[config.mk]
export PLATFORM = sky130hd
export DESIGN_NAME = gpio_port_ctrl
export DESIGN_NICKNAME = d
export VERILOG_FILES = /design/src/rtl/gpio_port_pkg.sv /design/src/rtl/gpio_edge_detect.sv /design/src/rtl/gpio_port_ctrl.sv
export SDC_FILE = /design/constraint.sdc
export NUM_CORES = 1
export LEC_CHECK = 0
export CORE_MARGIN = 1.5
export CORE_UTILIZATION = 40
export DETAILED_ROUTE_END_ITERATION = 16
export PLACE_DENSITY = 0.75
export SYNTH_ARGS = -nofsm -noshare
export SYNTH_HDL_FRONTEND = slang
export SYNTH_HIERARCHICAL = 1
export SYNTH_SLANG_ARGS = --single-unit
[constraint.sdc]
create_clock -name clk -period 1.05 [get_ports clk]
set_input_delay 0.1575 -clock clk [delete_from_list [all_inputs] [get_ports clk]]
set_output_delay 0.1575 -clock clk [all_outputs]
set_load 0.01 [all_outputs]
[src/rtl/gpio_port_pkg.sv]
// gpio_port_pkg: shared constants for the GPIO port controller.
// Holds the register map, the default reset values and the PRA read mux.
package gpio_port_pkg;

    localparam logic [1:0] ADDR_PRA = 2'd0;
    localparam logic [1:0] ADDR_DDR = 2'd1;
    localparam logic [1:0] ADDR_ICR = 2'd2;
    localparam logic [1:0] ADDR_IMR = 2'd3;

    localparam logic [7:0] DEF_RESET_DDR = 8'h00;
    localparam logic [7:0] DEF_RESET_ORA = 8'hFF;

    // Idle pins read high, so the synchronizer starts at all ones and
    // the first real low level is seen as a falling edge.
    localparam logic [7:0] SYNC_RESET = 8'hFF;

    // Output bits read back the output latch, input bits read the pin.
    function automatic logic [7:0] pra_value(
        input logic [7:0] ddr,
        input logic [7:0] ora,
        input logic [7:0] pins
    );
        return (ddr & ora) | (~ddr & pins);
    endfunction

endpackage

[src/rtl/gpio_edge_detect.sv]
// gpio_edge_detect: second-stage pin synchronizer plus sticky falling-edge
// flags (input pins only), cleared by i_clr with set taking priority.
// Ports: clk, reset_n (sync, active low), i_pin, i_ddr, i_clr -> o_sync2, o_flag.
// Compiled only when GPIO_PORT_IRQ_EN is defined.
`ifdef GPIO_PORT_IRQ_EN
module gpio_edge_detect
    import gpio_port_pkg::*;
(
    input  logic       clk,
    input  logic       reset_n,
    input  logic [7:0] i_pin,
    input  logic [7:0] i_ddr,
    input  logic       i_clr,
    output logic [7:0] o_sync2,
    output logic [7:0] o_flag
);

    logic [7:0] r_sync1;
    logic [7:0] r_sync2;
    logic [7:0] r_flag;
    logic [7:0] w_set;

    // sync2 still holds the old level while sync1 already sees the new one.
    assign w_set = r_sync2 & ~r_sync1 & ~i_ddr;

    always_ff @(posedge clk) begin
        if (!reset_n) begin
            r_sync1 <= SYNC_RESET;
            r_sync2 <= SYNC_RESET;
            r_flag  <= 8'h00;
        end else begin
            r_sync1 <= i_pin;
            r_sync2 <= r_sync1;
            // A clear only drops bits that are not being set this cycle.
            r_flag  <= (i_clr ? 8'h00 : r_flag) | w_set;
        end
    end

    assign o_sync2 = r_sync2;
    assign o_flag  = r_flag;

endmodule
`endif

[src/rtl/gpio_port_ctrl.sv]
// gpio_port_ctrl: 6502 bus port controller for eight GPIO pin cells.
// Ports: clk, reset_n, cs, we, addr, din -> dout; pin_in -> pin_dir, pin_out,
// pin_we; irq_n. Optional edge interrupt logic under GPIO_PORT_IRQ_EN.
module gpio_port_ctrl
    import gpio_port_pkg::*;
#(
    parameter logic [7:0] RESET_DDR = DEF_RESET_DDR,
    parameter logic [7:0] RESET_ORA = DEF_RESET_ORA
)(
    input  logic       clk,
    input  logic       reset_n,
    input  logic       cs,
    input  logic       we,
    input  logic [1:0] addr,
    input  logic [7:0] din,
    output logic [7:0] dout,
    input  logic [7:0] pin_in,
    output logic [7:0] pin_dir,
    output logic [7:0] pin_out,
    output logic       pin_we,
    output logic       irq_n
);

    logic       w_wr;
    logic       w_rd;
    logic [7:0] w_sync2;
    logic [7:0] w_icr;
    logic [7:0] w_imr;
    logic [7:0] w_rdata;

    logic [7:0] r_ora;
    logic [7:0] r_ddr;
    logic [7:0] r_dout;
    logic       r_we_pend;
    logic       r_pin_we;
    logic       r_in_rst;

    assign w_wr = cs & we;
    assign w_rd = cs & ~we;

`ifdef GPIO_PORT_IRQ_EN
    logic [7:0] r_imr;
    logic [7:0] w_flag;
    logic       w_clr;
    logic       r_irq_n;

    assign w_clr = w_rd & (addr == ADDR_ICR);

    gpio_edge_detect u_edge (
        .clk     (clk),
        .reset_n (reset_n),
        .i_pin   (pin_in),
        .i_ddr   (r_ddr),
        .i_clr   (w_clr),
        .o_sync2 (w_sync2),
        .o_flag  (w_flag)
    );

    always_ff @(posedge clk) begin
        if (!reset_n) begin
            r_imr   <= 8'h00;
            r_irq_n <= 1'b1;
        end else begin
            if (w_wr && addr == ADDR_IMR)
                r_imr <= din;
            r_irq_n <= ~|(w_flag & r_imr);
        end
    end

    assign w_icr = w_flag;
    assign w_imr = r_imr;
    assign irq_n = r_irq_n;
`else
    logic [7:0] r_sync1;
    logic [7:0] r_sync2;

    always_ff @(posedge clk) begin
        if (!reset_n) begin
            r_sync1 <= SYNC_RESET;
            r_sync2 <= SYNC_RESET;
        end else begin
            r_sync1 <= pin_in;
            r_sync2 <= r_sync1;
        end
    end

    assign w_sync2 = r_sync2;
    assign w_icr   = 8'h00;
    assign w_imr   = 8'h00;
    assign irq_n   = 1'b1;
`endif

    always_comb begin
        w_rdata = 8'h00;
        case (addr)
            ADDR_PRA: w_rdata = pra_value(r_ddr, r_ora, w_sync2);
            ADDR_DDR: w_rdata = r_ddr;
            ADDR_ICR: w_rdata = w_icr;
            ADDR_IMR: w_rdata = w_imr;
            default:  w_rdata = 8'h00;
        endcase
    end

    always_ff @(posedge clk) begin
        if (!reset_n) begin
            r_ora     <= RESET_ORA;
            r_ddr     <= RESET_DDR;
            r_dout    <= 8'h00;
            r_we_pend <= 1'b0;
            r_pin_we  <= 1'b0;
            r_in_rst  <= 1'b1;
        end else begin
            if (w_wr && addr == ADDR_PRA)
                r_ora <= din;
            if (w_wr && addr == ADDR_DDR)
                r_ddr <= din;
            if (w_rd)
                r_dout <= w_rdata;
            // Cells latch ORA once after reset and one cycle after each
            // PRA write, when pin_out has settled.
            r_we_pend <= w_wr & (addr == ADDR_PRA);
            r_pin_we  <= r_we_pend | r_in_rst;
            r_in_rst  <= 1'b0;
        end
    end

    assign dout    = r_dout;
    assign pin_dir = r_ddr;
    assign pin_out = r_ora;
    assign pin_we  = r_pin_we;

endmodule
=== After elaboration in Yosys (flattened, before gate mapping) ===
Index checks and enable logic that the tools add are counted.

* Reduce and logical (&&, ||, !) cells: 4
* Multiply operators: 0
* Shift-type cells: 0
* Equality and inequality tests: 3
* Add/subtract/negate cells: 0
* Divide/modulo/power cells: 0
* $lt $le $gt $ge: 0
* Multiplexer cells: 2
* Bitwise logic cells: 9

{| class="wikitable"
|+ Operators by type and width
! cell !! count
|-
| case mux 8 bit (3 select lines) || 1
|-
| AND 8 bit || 2
|-
| inverter 8 bit || 1
|-
| OR 8 bit || 1
|-
| equality test 2 bit, second input constant || 2
|-
| AND 1 bit || 3
|-
| equality test 2 x 1 -> 1 bit, second input constant || 1
|-
| logical AND 1 bit || 2
|-
| zero test 2 bit || 1
|-
| OR reduction 2 bit || 1
|-
| two-way mux 1 bit || 1
|-
| inverter 1 bit || 1
|-
| OR 1 bit || 1
|}

* Bits of input ports: 22
* Output and inout bits: 26
* Word-level logic and storage cells: 26
* Bits in latches: 0
* ROM bits: 0
* Register bits after elaboration: 43
* Memories kept: 0
* Bits in writable memories: 0

=== Depth between registers and ports, before layout ===
* Depth in word-level cells: 4
* Depth in mapped cells: 4
* Gate-level depth less buffers: 3

=== Worst setup path after synthesis ===
Ideal clock, no wire load.

* Kind: register to register
* From: register r_ddr[0] (netlist: pin_dir[0])
* To: register r_dout[0] (netlist: dout[0])
* Setup time: 0.123 ns
* Path slack: -0.098 ns
* Required time: 0.927 ns
* Path buffers: 0
* Period minus slack after synthesis: 1.148 ns
* Stages on the path, launching flop included: 4
* Arrival: 1.025 ns
* Path through: dfxtp_1 > mux2_2 > a221oi_1 > nor2_1

* Word-level cells in the longest chain between the ends: 4
* Elaborated cells between the ends (all ways): 5
* Those cells by class: 1 x mux; 4 x bitwise

{| class="wikitable"
|+ Ends and longest elaborated chain
! what !! line !! source
|-
| start: declaration || gpio_port_ctrl.sv:32 || <nowiki>logic [7:0] r_ddr;</nowiki>
|-
| start signal: assignment || gpio_port_ctrl.sv:116 || <nowiki>r_ddr <= din;</nowiki>
|-
| inverter 8 bit || gpio_port_pkg.sv:23 || <nowiki>return (ddr & ora) | (~ddr & pins);</nowiki>
|-
| AND 8 bit || gpio_port_pkg.sv:23 ||
|-
| OR 8 bit || gpio_port_pkg.sv:23 ||
|-
| case mux 8 bit (3 select lines) (*) || gpio_port_ctrl.sv:95 || <nowiki>case (addr)</nowiki>
|-
| end signal: assignment || gpio_port_ctrl.sv:118 || <nowiki>r_dout <= w_rdata;</nowiki>
|-
| end: declaration || gpio_port_ctrl.sv:33 || <nowiki>logic [7:0] r_dout;</nowiki>
|}

Every way passes the cells marked *; elsewhere a longest branch is shown, timed or not.
A chain may end at the register's enable or synchronous reset.

=== Final worst setup path ===
* From: register r_ddr[5] (netlist: pin_dir[5])
* To: register r_dout[5] (netlist: dout[5])

The elaborated chain is that of the path after synthesis.

==> flow_summary_export.csv <==
group,metric,value,unit
setup_path,crit_path_max_incr_delay,0.36,ns
timing,rsz0062_at_grt,"yes",
global_route,grt_start_max_net_pins,17,
global_route,overflow,0,
floorplanning,die_area,4186,sq um
setup_path,endpoint_kind,"register",
synth,syn-cell-area,1523,sq um
clock_network,cts.path.max_buffers,2,
synth,ys.flop_type,"dfxtp_1",
power,p_leak,0.9804,nW
power,pwr-share-seq,55.0,%
setup_path,crit_slowest_cell,"dfxtp_4",
finish,finalInstanceArea,2370,sq um
clock_network,clk_pin_slew,0.07,ns
setup_path,r2r_setup_slack,-0.03,ns
flow_run,maxCapViolCount,0,
global_route,grt_pass1_wl,6541,um
outcome,violations,"setup timing",
route,maxUsedRoutingLayer,"met4",
setup_path,regToRegEndpoint,"dout[5]",
timing,skew,0.005519,ns
power,internal_power,0.002422,W
synth,ys_seq_area_share,56.53,%
setup_path,critical_path_required,1.23,ns
clock_network,htree_levels,2,
finish,nets,241,
synth,yosysTopAreaCellShare,56.53,%
timing,final_hold_viol_count,0,
placed_design,placed_cell_area,2276,sq um
clock_network,cts_tree,"yes",
power,switching_power,0.0006981,W
setup_path,reg2regPathDepth,3,
synth,synth_area_leaders,"dfxtp_1 57%, nand2b_1 6.6%, mux2_2 5.9%",
floorplanning,core-area,3661,sq um
synth,synth_seq_cells,43,
setup_path,regToRegStartpoint,"pin_dir[5]",
finish,area_growth,55.63,%
clock_network,cts_sinks,43,
setup_path,start_kind,"register",
route,viasPerCell,5.011,
synth,avgSynthCellArea,10.08,sq um
synth,ys_types,22,
synth,ys_warn_count,6,
finish,diodes,0,
timing,maxSlewViolCount,0,
route,route.met3.wl,180,um
synth,synth_edf_count,0,
placed_design,io_buffers,46,
route,routedWlPerCell,14.60,um
route,drtIter0Drc,32,
clock_network,cts_made_buffers,5,
synth,synthArstFlopShare,0,%
setup_path,critPathLaunch,"pin_dir[5]",
timing,fin_crit_sh,102.6,%
timing,min_period,1.077,ns
route,drt-met1-wl,1622,um
floorplanning,start_util,41.59,%
synth,synth_common_cells,"43 x dfxtp_1, 24 x nand2_1, 16 x nand2b_1, 11 x nor2_1",
clock_network,hold_buffers,0,
global_route,antenna_found_initial,0,
global_route,first_global_vias,1386,
synth,yosysTopAreaCell,"dfxtp_1",
hold_path,min_path_type,"reg -> reg",
setup_path,crit_type,"reg -> reg",
route,met2_length,2058,um
placed_design,dp_hpwl,2780,um
synth,syn_inst,151,
setup_path,crit_fanout,3,
floorplanning,num_rows,22,
finish,drive_gt1_share,42.92,%
setup_path,cp.arrival,1.25,ns
timing,max_freq,928.2,MHz
floorplanning,die_w,64.70,um
clock_network,cts-root-buf,"clkbuf_8",
finish,utilization,64.73,%
route,drc,0,
power,ir_drop,0.8735,mV
clock_network,worstSkewPairLatency,0.28,ns
outcome,run_status,"finished, violations left",
floorplanning,die_h,64.70,um
power,p_clk_share,32.4,%
timing,final.setup.worst_slack,-0.02739,ns
power,p_sw_share,22.38,%
setup_path,crit_end,"dout[5]",
synth,synth.most_common_cell,"dfxtp_1",
route,ant_nets,0,
route,routed_wl,3899,um
power,power.density,1316,nW/um^2
route,drtPass1Iterations,4,
route,num_vias,1338,
floorplanning,io_pins,48,
placed_design,gp_congestion,0.7834,
global_route,track_usage,20.60,%
timing,finalSetupViolations,4,
setup_path,crit_chain,"mux2_4 > a221oi_2 > nor2_1",
power,p_comb_share,12.7,%
synth,syn-num-nets,173,
per-stage QoR:
| stage | power (W) | setup TNS, ns | std cells | worst slack (ns) | hold slack, ns |
|---|---|---|---|---|---|
| global route | 0.003284 | -0.3613 | 267 | -0.07492 | 0.4173 |
| floorplan | 0.001912 | 0 | 151 | 0.02001 | 0.2305 |
| global placement | 0.002131 | -12.59 | 256 | -0.6926 | 0.3923 |
| CTS | 0.003164 | -0.05705 | 266 | -0.02313 | 0.4093 |
| detailed placement | 0.002147 | -14.24 | 256 | -0.7932 | 0.3955 |
| finish | 0.003120 | -0.05631 | 267 | -0.02739 | 0.4066 |
worst max-delay path, delay by kind of cell, from the launching register on:
kind	cells	cell delay [ns]
AOI/OAI and AO/OA	1	0.23
DFF	1	0.36
muxes	1	0.30
and+or+nand+nor	1	0.08
cell usage in the layout, fill, tap and decap left out, types with 2 or more instances in the layout:
master,instances
dfxtp_4,8
clkbuf_2,12
clkdlybuf4s50_1,17
dfxtp_1,25
buf_2,8
a221oi_2,8
dfxtp_2,10
buf_12,3
a21oi_1,8
nand2_1,24
mux2_4,8
o21ai_0,8
clkbuf_8,6
clkdlybuf4s15_2,6
dlygate4sd2_1,2
buf_4,18
mux2i_1,8
nand2b_1,16
nor2_1,10
worst min-delay path by stage:
stage | depth (start not counted) | end | from
floorplan | 1 | r_sync2[0] | reset_n
global placement | 1 | r_sync2[2] | r_sync1[2]
detailed placement | 1 | r_sync2[5] | r_sync1[5]
CTS | 1 | r_sync2[1] | r_sync1[1]
global route | 1 | r_sync2[1] | r_sync1[1]
finish | 1 | r_sync2[1] | r_sync1[1]
routing by layer:
metal	track usage (%)	up-vias
met5	0	-
met4	5.851	0
met3	5.556	4
met2	36.86	44
met1	23.99	642
li1	-	648
power by group through the flow:
stage	Clock [W]	Combinational [W]	Sequential (W)
3_3_place_gp	0	0.000384	0.00175
2_1_floorplan	0	0.000152	0.00176
6_report	0.00101	0.000396	0.00171
5_1_grt	0.00114	0.000428	0.00172
4_1_cts	0.00104	0.000408	0.00171
3_5_place_dp	0	0.000397	0.00175
state kept, by name (all words and copies together) (netlist names):
signal / cells
r_in_rst: 1
pin_we: 1
pin_out: 8
r_sync2: 8
r_we_pend: 1
dout: 8
pin_dir: 8
r_sync1: 8
layout make-up:
type / count / area [sq um]
Timing Repair Buffer: 69 / 604.3
Multi-Input combinational cell: 99 / 710.7
Inverter: 1 / 3.754
Tap cell: 48 / 60.06
Clock inverter: 1 / 5.005
Clock buffer: 6 / 82.58
Sequential cell: 43 / 903.4
Fill cell: 305 / 1291
kinds of logic (layout without fill, tap and decap cells):
kind of cell | count (synthesis) | in the layout | synth area share, %
multiplexers | 16 | 16 | 11.18
AO/OA/AOI/OAI | 24 | 24 | 9.861
other | 1 | 1 | 0.2463
buffers and inverters | 9 | 77 | 3.204
AND/OR/NAND/NOR | 58 | 58 | 18.98
flip-flops | 43 | 43 | 56.53
what timing repair did:
action	CTS	global route
buffers inserted	2	1
resized for setup	82	27
setup endpoints to repair	50	39
cloned	1	0
pin swaps	1	1
Note: power is estimated with default switching activity, not from simulation.
